[config.mk]
export PLATFORM = sky130hd
export DESIGN_NAME = neuron_tanh_linear_flat
export DESIGN_NICKNAME = d
export VERILOG_FILES = /design/src/rtl/neuron_tanh_linear_if.sv /design/src/rtl/neuron_tanh_linear.sv /design/src/flat_wrapper.sv
export SDC_FILE = /design/constraint.sdc
export NUM_CORES = 1
export LEC_CHECK = 0
export BUFFER_PORTS_ARGS = -buffer_cell sky130_fd_sc_hd__buf_2
export CAP_MARGIN = 0
export CORE_MARGIN = 2
export CORE_UTILIZATION = 30
export DETAILED_ROUTE_END_ITERATION = 6
export GPL_ROUTABILITY_DRIVEN = 1
export SLEW_MARGIN = 20
export SYNTH_ARGS = -nofsm -noshare
export SYNTH_HDL_FRONTEND = slang
export SYNTH_SLANG_ARGS = --single-unit
[constraint.sdc]
create_clock -name clk -period 19 [get_ports clk]
set_input_delay 0.95 -clock clk [delete_from_list [all_inputs] [get_ports clk]]
set_output_delay 0.95 -clock clk [all_outputs]
set_load 0.02 [all_outputs]
[src/rtl/neuron_tanh_linear_if.sv]
// Parameter-fill and compute handshake bundle for neuron_tanh_linear.
// master drives requests and samples; slave is the neuron.
interface neuron_tanh_linear_if #(
    parameter int N_IN = 4,
    parameter int W    = 16,
    parameter int AW   = $clog2(N_IN + 1)
);
    logic                fill;
    logic [AW-1:0]       fill_addr;
    logic signed [W-1:0] fill_data;
    logic                ack_fill;
    logic                req;
    logic signed [W-1:0] x_in;
    logic [AW-1:0]       x_idx;
    logic signed [W-1:0] y_out;
    logic                ack_network;

    modport master (
        output fill, fill_addr, fill_data, req, x_in,
        input  ack_fill, x_idx, y_out, ack_network
    );

    modport slave (
        input  fill, fill_addr, fill_data, req, x_in,
        output ack_fill, x_idx, y_out, ack_network
    );
endinterface

[src/rtl/neuron_tanh_linear.sv]
// Serial MAC neuron: N_IN weighted inputs plus bias, then activation.
// NEURON_TANH_LINEAR_HARDTANH_EN selects hard tanh; default is saturating linear.
module neuron_tanh_linear #(
    parameter int N_IN = 4,
    parameter int W    = 16,
    parameter int FRAC = 8,
    parameter int AW   = $clog2(N_IN + 1)
) (
    input logic               clk,
    input logic               rst,
    neuron_tanh_linear_if.slave bus
);
    localparam int PW   = 2 * W;
    localparam int ACCW = 2 * W + 8;
    localparam logic [AW-1:0] BIAS_A = AW'(N_IN);
    localparam logic [AW-1:0] LAST_A = AW'(N_IN - 1);

    typedef enum logic [1:0] {S_IDLE, S_ACC, S_BIAS, S_ACT} state_t;

    state_t                 r_state;
    logic signed [W-1:0]    r_w [N_IN+1];
    logic signed [ACCW-1:0] r_acc;
    logic [AW-1:0]          r_idx;
    logic signed [W-1:0]    r_y;
    logic                   r_ack_fill;
    logic                   r_ack_net;

    logic signed [PW-1:0]   w_prod;
    logic signed [ACCW-1:0] w_prod_ext;
    logic signed [ACCW-1:0] w_bias_ext;
    logic signed [ACCW-1:0] w_shift;
    logic signed [W-1:0]    w_act;

    assign w_prod     = PW'(bus.x_in) * PW'(r_w[r_idx]);
    assign w_prod_ext = ACCW'(w_prod);
    assign w_bias_ext = ACCW'(r_w[N_IN]) <<< FRAC;
    assign w_shift    = r_acc >>> FRAC;

`ifdef NEURON_TANH_LINEAR_HARDTANH_EN
    localparam logic signed [ACCW-1:0] ONE  = ACCW'(1) <<< FRAC;
    localparam logic signed [ACCW-1:0] NONE = -ONE;

    always_comb begin
        w_act = w_shift[W-1:0];
        if (w_shift > ONE)
            w_act = ONE[W-1:0];
        else if (w_shift < NONE)
            w_act = NONE[W-1:0];
    end
`else
    localparam logic signed [ACCW-1:0] SAT_HI =
        {{(W+9){1'b0}}, {(W-1){1'b1}}};
    localparam logic signed [ACCW-1:0] SAT_LO =
        {{(W+9){1'b1}}, {(W-1){1'b0}}};

    always_comb begin
        w_act = w_shift[W-1:0];
        if (w_shift > SAT_HI)
            w_act = SAT_HI[W-1:0];
        else if (w_shift < SAT_LO)
            w_act = SAT_LO[W-1:0];
    end
`endif

    always_ff @(posedge clk) begin
        if (rst) begin
            r_state    <= S_IDLE;
            r_acc      <= '0;
            r_idx      <= '0;
            r_y        <= '0;
            r_ack_fill <= 1'b0;
            r_ack_net  <= 1'b0;
            for (int i = 0; i <= N_IN; i++)
                r_w[i] <= '0;
        end else begin
            r_ack_fill <= 1'b0;
            r_ack_net  <= 1'b0;
            unique case (r_state)
                S_IDLE: begin
                    // A fill strobe blocks a start, even if its address is dropped
                    if (bus.fill) begin
                        if (bus.fill_addr <= BIAS_A) begin
                            r_w[bus.fill_addr] <= bus.fill_data;
                            r_ack_fill         <= 1'b1;
                        end
                    end else if (bus.req) begin
                        r_acc   <= '0;
                        r_idx   <= '0;
                        r_state <= S_ACC;
                    end
                end
                S_ACC: begin
                    r_acc <= r_acc + w_prod_ext;
                    if (r_idx == LAST_A) begin
                        r_idx   <= '0;
                        r_state <= S_BIAS;
                    end else begin
                        r_idx <= r_idx + 1'b1;
                    end
                end
                S_BIAS: begin
                    r_acc   <= r_acc + w_bias_ext;
                    r_state <= S_ACT;
                end
                S_ACT: begin
                    r_y       <= w_act;
                    r_ack_net <= 1'b1;
                    r_state   <= S_IDLE;
                end
                default: r_state <= S_IDLE;
            endcase
        end
    end

    assign bus.ack_fill    = r_ack_fill;
    assign bus.x_idx       = r_idx;
    assign bus.y_out       = r_y;
    assign bus.ack_network = r_ack_net;
endmodule

[src/flat_wrapper.sv]
// flat-port wrapper written by rule: the top's interface ports become plain ports
module neuron_tanh_linear_flat 
#(
    parameter int N_IN = 4,
    parameter int W    = 16,
    parameter int FRAC = 8,
    parameter int AW   = $clog2(N_IN + 1)
)
  (clk, rst, bus_fill, bus_fill_addr, bus_fill_data, bus_req, bus_x_in, bus_ack_fill, bus_x_idx, bus_y_out, bus_ack_network);
  neuron_tanh_linear_if #(.N_IN(N_IN), .W(W), .AW(AW)) bus_i ();
  input logic clk;
  input logic rst;
  input wire logic [$bits(bus_i.fill)-1:0] bus_fill;
  input wire logic [$bits(bus_i.fill_addr)-1:0] bus_fill_addr;
  input wire logic [$bits(bus_i.fill_data)-1:0] bus_fill_data;
  input wire logic [$bits(bus_i.req)-1:0] bus_req;
  input wire logic [$bits(bus_i.x_in)-1:0] bus_x_in;
  output wire logic [$bits(bus_i.ack_fill)-1:0] bus_ack_fill;
  output wire logic [$bits(bus_i.x_idx)-1:0] bus_x_idx;
  output wire logic [$bits(bus_i.y_out)-1:0] bus_y_out;
  output wire logic [$bits(bus_i.ack_network)-1:0] bus_ack_network;
  assign bus_i.fill = bus_fill;
  assign bus_i.fill_addr = bus_fill_addr;
  assign bus_i.fill_data = bus_fill_data;
  assign bus_i.req = bus_req;
  assign bus_i.x_in = bus_x_in;
  assign bus_ack_fill = bus_i.ack_fill;
  assign bus_x_idx = bus_i.x_idx;
  assign bus_y_out = bus_i.y_out;
  assign bus_ack_network = bus_i.ack_network;
  neuron_tanh_linear #(.N_IN(N_IN), .W(W), .FRAC(FRAC), .AW(AW)) u_core (.clk(clk), .rst(rst), .bus(bus_i));
endmodule
==> out/qor.csv, run 1 <==
stage,metric,value,unit
route,wl,51600,um
setup_path,criticalPathCategory,reg -> reg,
logic_synthesis,ys_seq_area_share,23.6,%
die,rows,99,
global_routing,track_usage,14.6,%
clock_tree,clock_sinks,194,
finish,final_nets,2733,
route,drt-vias-per-instance,4.57,
global_routing,first_global_vias,15600,
setup_path,arrival,8.73,ns
sta,grt_setup_unrepaired,no,
sta,setup_viol,0,
setup_path,crit_family,adder cells,
logic_synthesis,yosysTopAreaCellShare,30.3,%
logic_synthesis,synth.most_common_cell,inv_1,
sta,slew_viol_final,0,
logic_synthesis,synth-edff-count,128,
sta,hold_viol,0,
global_routing,grt_pass1_wl,86300,um
finish,drive_above_1_share,7.96,%
route,num_vias,14600,
clock_tree,cts_made_buffers,17,
logic_synthesis,ys_types,77,
die,initial_core_util,30.2,%
logic_synthesis,async_reset_ff_share,0,%
global_routing,grt.overflow.total,0,
sta,clock_skew,0.0212,ns
setup_path,critPathLaunchType,flip-flop,
run,maxCapViolations,0,
die,core-area,72600,um^2
route,wire_per_inst,16.2,um
die,die_x,274,um
route,first_iter_violations,846,
setup_path,crit_fanout,32,
clock_tree,post_cts_buffers,0,
sta,fin_setup_tns,0,ns
sta,period_share,44.3,%
setup_path,cpMaxStageDelayCell,fa_1,
die,die_height,274,um
die,ios,60,
finish,post_layout_nonfiller_instances,3184,
place,dp.cells,3152,
logic_synthesis,synth_warnings,0,
route,antenna_left,0,
finish,diodes,0,
clock_tree,htree_levels,4,
sta,finalCriticalPeriod,8.41,ns
die,dieArea,75200,um^2
logic_synthesis,synthTopCellsByArea,"fa_1, edfxtp_1, ha_1",
clock_tree,hold_buffers,0,
clock_tree,clk_pin_slew,0.08,ns
logic_synthesis,yosysTopAreaCell,fa_1,
clock_tree,root_buffer,clkbuf_16,
global_routing,grt_max_degree,50,
sta,worst-slew-pin-transition,0.828,ns
logic_synthesis,yosys_register_bits,194,
setup_path,max_stage_delay,0.68,ns
setup_path,cpMostUsedCell,fa_1,
sta,max_freq,119,MHz
logic_synthesis,avgSynthCellArea,10.2,um^2
setup_path,worstSetupEndpointType,flip-flop,
logic_synthesis,synth-main-ff-cell,edfxtp_1,
global_routing,antenna_found_initial,2,
route,drtPass1Iterations,5,
place,gp_congestion,0.840,
clock_tree,cts_tree,done,
logic_synthesis,synthTopCellsByCount,"inv_1, fa_1, nand2_1, ha_1, and2_1",
logic_synthesis,synthCells,2139,
route,drc,0,
min_path,hp-start,u_core.bus.y_out[10],
finish,syn2layout_area_growth,9.44,%
sta,setup_slack,10.59,ns
status,status,"finished, final reports clean",
place,port_buffers,59,
min_path,hp-class,reg -> reg,
sta,slew_headroom,44.6,%
clock_tree,ctsResizeCount,0,
setup_path,cp.required,19.32,ns
place,dp_slack,10.54,ns
clock_tree,clock_path_buffers,2,
clock_tree,clk_latency,0.45,ns
setup_path,path_buf_inv,6,
logic_synthesis,syn_area,21900,um^2
place,place_hpwl,41800,um
## kinds of logic after synthesis
logic type / count (synthesis) / share of synthesized area [%]
AND/OR/NAND/NOR: 576 / 13.8
other: 1 / 0.0171
adder cells (fa/ha/maj): 482 / 38.9
XOR/XNOR: 64 / 2.56
buffers and inverters: 493 / 8.52
multiplexers: 53 / 4.37
AO/OA/AOI/OAI: 276 / 8.29
flip-flops: 194 / 23.6
## state kept, by name, indices dropped and copies added (netlist names), named ones only
register and cells:
u_core.bus.ack_fill 1, u_core.bus.ack_network 1, u_core.r_acc 40, u_core.bus.x_idx 3, u_core.r_state 2, u_core.bus.y_out 16, u_core.r_w 128
## per-layer routing
layer | vias up | track usage, % | share of wire, %
li1 | 6982 | - | -
met1 | 7294 | 20.7 | 48
met2 | 238 | 23.7 | 46
met3 | 39 | 2.08 | 4.2
met4 | 4 | 3.29 | 1.5
met5 | - | 0 | 0.050
## final timing paths
check | endpoint | slack, ns | cells past startpoint
setup reg to reg | u_core.r_acc[39] | 10.59 | 25
hold / removal | u_core.bus.y_out[10] | 0.47 | 2
setup / recovery | u_core.r_acc[39] | 10.59 | 25
hold reg to reg | u_core.bus.y_out[10] | 0.47 | 2
## worst min-delay path, stage by stage, from the launching register on
cell and delay (ns):
dfxtp_1 0.31, nand2b_1 0.06, a21oi_1 0.05
## layout by cell type (no fill, tap or decap), drive strengths merged, types with 19 or more instances in the layout
| cell | n |
|---|---|
| inv | 428 |
| fa | 331 |
| nand2 | 171 |
| ha | 151 |
| and2 | 145 |
| edfxtp | 128 |
| a21oi | 79 |
| buf | 78 |
| o21ai | 67 |
| dfxtp | 66 |
| nor2b | 64 |
| nor2 | 63 |
| conb | 48 |
| mux4 | 32 |
| xnor2 | 32 |
| xor2 | 32 |
| nand2b | 29 |
| a21o | 24 |
| nand3 | 22 |
| clkbuf | 22 |
| nor3 | 20 |
| a22oi | 19 |
## metrics by stage
stage / util, % / area (um^2) / hold WS, ns
after global routing: 33.0 / 24000 / 0.494
after global placement: 32.3 / 23400 / 0.455
after CTS: 33.0 / 24000 / 0.470
after floorplan: - / 22100 / 0.436
final: 33.0 / 24000 / 0.467
after detailed placement: 32.3 / 23400 / 0.457
## area by class of cell
cell class	instances	area, um^2
well taps	959	1200
inverters	422	1580
flip-flops and latches	194	5170
clock inverters	10	78.8
repair buffers	78	438
clock buffers	22	445
fillers	7537	48600
multi-input cells	1499	15000
Power of run 1 is left out: the tool's default activity adds up to more than one toggle a clock period on the data nets, which glitch-free logic cannot reach.
==> run 2, diff against run 1 <==
==> constraint.sdc (replaced) <==
create_clock -name clk -period 8.65 [get_ports clk]
set_input_delay 0.4325 -clock clk [delete_from_list [all_inputs] [get_ports clk]]
set_output_delay 0.4325 -clock clk [all_outputs]
set_load 0.02 [all_outputs]
==> out/qor.csv, run 2 (synthesis results as in run 1) <==
stage,metric,value,unit
min_path,hp-class,in -> reg,
setup_path,crit_fanout,32,
status,status,"finished, final reports clean",
sta,clock_skew,0.0130,ns
finish,layout_commonest_cell,inv_1,
sta,slew_headroom,42.4,%
setup_path,worstSetupEndpointType,flip-flop,
finish,diodes,0,
run,maxCapViolations,0,
clock_tree,hold_buffers,0,
sta,fin_setup_tns,0,ns
route,antenna_left,0,
clock_tree,post_cts_buffers,0,
place,port_buffers,59,
route,first_iter_violations,715,
route,drtPass1Iterations,7,
setup_path,arrival,8.47,ns
route,num_vias,14800,
finish,drive_above_1_share,8.50,%
finish,largest-register,u_core.r_w,
finish,largest_reg_flops,128,
clock_tree,clock_sinks,194,
die,core-area,72600,um^2
die,die_x,274,um
finish,layout_common_cells,"inv_1, fa_1, nand2_1",
clock_tree,clock_path_buffers,2,
finish,final_nets,2742,
setup_path,rr_worst_depth,25,
clock_tree,ctsResizeCount,0,
die,initial_core_util,30.2,%
sta,max_freq,123,MHz
route,wire_per_inst,16.6,um
die,die_height,274,um
die,ios,60,
sta,setup_viol,0,
die,dieArea,75200,um^2
sta,period_share,94.2,%
sta,worst-slew-pin-transition,0.861,ns
clock_tree,cts_tree,done,
setup_path,cp.required,8.97,ns
global_routing,grt_pass1_wl,88700,um
sta,finalCriticalPeriod,8.15,ns
min_path,hold_end,u_core.bus.ack_fill,
global_routing,antenna_found_initial,1,
route,drt-vias-per-instance,4.65,
global_routing,track_usage,15.0,%
place,place_hpwl,42900,um
route,wl,53200,um
clock_tree,clk_latency,0.44,ns
sta,grt_setup_unrepaired,no,
min_path,hp-start,bus_fill_addr[2],
global_routing,grt.overflow.total,0,
clock_tree,cts_made_buffers,17,
setup_path,criticalPathCategory,reg -> reg,
sta,slew_viol_final,0,
setup_path,ff2ff_setup_slack,0.50,ns
route,drc,0,
setup_path,critPathLaunchType,flip-flop,
clock_tree,clk_pin_slew,0.08,ns
min_path,hold_depth,2,
sta,hold_viol,0,
clock_tree,htree_levels,4,
global_routing,first_global_vias,15800,
clock_tree,root_buffer,clkbuf_16,
global_routing,grt_max_degree,50,
setup_path,r2r_end,u_core.r_acc[39],
finish,syn2layout_area_growth,10.1,%
place,gp_congestion,0.894,
die,rows,99,
==> run 2: cell count changes in the layout (fill, tap and decap cells not counted), moves of 2 or more <==
cell      before  now
inv_8          2    4
bufinv_8       0    2
clkbuf_8       0    2
inv_6          2    4
clkbuf_1       4    0
buf_4         19   27
==> run 2: how the worst max path moves through the flow <==
| stage | end | depth (start not counted) |
|---|---|---|
| floorplan | u_core.r_acc[39] | 27 |
| global placement | u_core.r_acc[39] | 24 |
| detailed placement | u_core.r_acc[39] | 24 |
| CTS | u_core.r_acc[39] | 24 |
| global route | u_core.r_acc[39] | 25 |
| finish | u_core.r_acc[39] | 25 |
==> run 2: layout make-up <==
cell class,instances,area (um^2)
Timing Repair Buffer,87,518
Tap cell,959,1200
Fill cell,7552,48500
Multi-Input combinational cell,1499,15000
Sequential cell,194,5170
Clock inverter,13,143
Clock buffer,19,453
Inverter,422,1580
==> run 2: worst max-delay path, stage by stage, from the launching register on <==
cell and delay (ns):
dfxtp_1 0.31, buf_4 0.40, mux4_2 0.39, mux2_2 0.34, nand2_1 0.16, inv_1 0.09
fa_1 0.78, fa_1 0.47, inv_1 0.39, fa_1 0.63, fa_1 0.53, inv_1 0.05
fa_1 0.47, inv_1 0.05, fa_1 0.47, inv_1 0.05, ha_1 0.33, a21o_1 0.21
a21oi_1 0.14, nor2b_1 0.07, or2_2 0.29, o311ai_0 0.32, a31oi_1 0.16, o21ai_0 0.30
nor3_1 0.11, or4_1 0.47
==> run 2: per-layer routing <==
| metal | vias up | track usage, % | routed length, um |
|---|---|---|---|
| met4 | 2 | 3.39 | 733 |
| met2 | 283 | 24.8 | 25200 |
| li1 | 7003 | - | - |
| met1 | 7513 | 21.3 | 25400 |
| met3 | 36 | 1.59 | 1820 |
| met5 | - | 0 | 13 |
==> run 2: stage by stage <==
stage                     setup WS (ns)  instance area, um^2  utilization, %  hold WS, ns  std cells
after floorplan                   0.872                22100               -        0.436       2186
after global placement            0.519                23500            32.4        0.451       3161
after detailed placement          0.447                23500            32.4        0.454       3161
after CTS                         0.380                24100            33.2        0.175       3193
after global routing             0.0403                24100            33.2        0.200       3193
final                             0.499                24100            33.2        0.197       3193
Power of run 2 is left out for the same reason.
==> run 3, diff against run 2 <==
==> constraint.sdc (replaced) <==
create_clock -name clk -period 8 [get_ports clk]
set_input_delay 0.4 -clock clk [delete_from_list [all_inputs] [get_ports clk]]
set_output_delay 0.4 -clock clk [all_outputs]
set_load 0.02 [all_outputs]
==> out/qor.csv, run 3 (synthesis results as in run 1) <==
stage,metric,value,unit
status,status,"finished, final reports clean",
route,wl,52400,um
sta,grt_setup_unrepaired,no,
sta,clock_skew,0.0229,ns
sta,setup_viol,0,
global_routing,grt-busiest-layer,met2,
finish,layout_commonest_cell,inv_1,
clock_tree,clock_sinks,194,
die,die_height,274,um
finish,drive_above_1_share,9.34,%
run,maxCapViolations,0,
min_path,hp-class,in -> reg,
sta,worst-slew-pin-transition,0.883,ns
setup_path,critPathLaunchType,flip-flop,
setup_path,rr_worst_depth,23,
place,dp.cells,3174,
global_routing,grt.overflow.total,0,
sta,hold_viol,0,
global_routing,grt_max_degree,50,
setup_path,crit_fanout,16,
setup_path,criticalPathCategory,reg -> reg,
setup_path,cp.required,8.31,ns
clock_tree,clk_latency,0.45,ns
setup_path,worstSetupEndpointType,flip-flop,
global_routing,use_met2,23.6,%
route,antenna_left,0,
finish,layout_common_cells,"inv_1, fa_1, nand2_1",
global_routing,antenna_found_initial,3,
setup_path,cpMaxStageDelayCell,a2111oi_2,
clock_tree,clock_path_buffers,2,
route,drt-vias-per-instance,4.61,
finish,final_nets,2756,
sta,fin_setup_tns,0,ns
route,drtPass1Iterations,5,
clock_tree,clk_pin_slew,0.08,ns
die,core-area,72600,um^2
clock_tree,htree_levels,4,
route,wire_per_inst,16.3,um
route,first_iter_violations,803,
setup_path,cp-endpoint,u_core.r_acc[35],
finish,syn2layout_area_growth,11.0,%
sta,max_freq,129,MHz
clock_tree,cts_tree,done,
die,dieArea,75200,um^2
setup_path,crit_chain,buf_12 -> mux4_2 -> mux2_2 -> and2_1 -> fa_1 -> inv_1 -> fa_1 -> fa_1 -> inv_1 -> fa_1 -> fa_1 -> inv_1 -> fa_1 -> inv_1 -> ha_1 -> a21o_1 -> a2111oi_2 -> nor3_2 -> or2_1 -> a2111o_1 -> a21oi_1 -> xor2_1 -> o221ai_1,
setup_path,cpMostUsedCell,fa_1,
place,gp_congestion,0.867,
global_routing,first_global_vias,15800,
clock_tree,root_buffer,clkbuf_16,
finish,largest-register,u_core.r_w,
sta,slew_headroom,39.6,%
die,initial_core_util,30.2,%
setup_path,r2r_end,u_core.r_acc[35],
sta,slew_viol_final,0,
sta,finalCriticalPeriod,7.73,ns
setup_path,ff2ff_setup_slack,0.27,ns
die,die_x,274,um
route,num_vias,14800,
route,drc,0,
setup_path,max_stage_delay,0.69,ns
clock_tree,hold_buffers,0,
clock_tree,cts_made_buffers,17,
global_routing,grt_use_met3,2.05,%
place,place_hpwl,42900,um
finish,post_layout_nonfiller_instances,3208,
global_routing,track_usage,14.8,%
finish,largest_reg_flops,128,
die,ios,60,
setup_path,arrival,8.04,ns
place,port_buffers,59,
sta,period_share,96.6,%
die,rows,99,
global_routing,gr-usage-met1,21.0,%
global_routing,grt_pass1_wl,87300,um
[run 3: metal layers]
| layer | vias to the layer above | wire length, um |
|---|---|---|
| li1 | 7029 | - |
| met1 | 7423 | 25400 |
| met2 | 274 | 23900 |
| met3 | 57 | 2100 |
| met4 | 4 | 1120 |
| met5 | - | 24 |
[run 3: layout make-up]
type                    instances  area [um^2]
diodes                          1         2.50
fillers                      7430        48300
multi-input cells            1499        15100
inverters                     422         1590
flip-flops and latches        194         5170
clock inverters                11          118
well taps                     959         1200
clock buffers                  21          482
repair buffers                101          673
[run 3: critical path, delay by kind of cell, from the launching register on]
kind | cells | cell delay (ns)
xor+xnor | 1 | 0.22
mux | 2 | 0.94
compound gates | 5 | 1.58
simple gates | 3 | 0.66
buf+inv | 5 | 0.37
flops | 1 | 0.38
fa+ha+maj | 7 | 3.41
[run 3: metrics by stage]
stage               setup slack (ns)  utilization [%]  hold slack, ns  area, um^2
global placement               0.267             32.6           0.449       23700
global route                  0.0174             33.5           0.142       24300
finish                         0.270             33.5           0.153       24300
detailed placement             0.194             32.6           0.454       23700
floorplan                      0.222                -           0.436       22100
CTS                            0.149             33.4           0.137       24300
[run 3: timing repair]
item	4_1_cts	5_1_grt
buffers inserted	0	1
endpoints found under the setup margin	0	5
gates resized for setup	0	9
[run 3: worst min-delay path by stage]
stage	endpoint	slack (ns)	startpoint	depth (start not counted)
detailed placement	u_core.r_acc[1]	0.45	u_core.r_acc[1]	2
floorplan	u_core.r_acc[0]	0.44	u_core.r_acc[0]	2
CTS	u_core.bus.ack_fill	0.14	bus_fill_addr[2]	2
finish	u_core.bus.ack_fill	0.15	bus_fill_addr[2]	2
global placement	u_core.r_acc[0]	0.45	u_core.r_acc[0]	2
global route	u_core.bus.ack_fill	0.14	bus_fill_addr[2]	2
Power of run 3 is left out for the same reason.
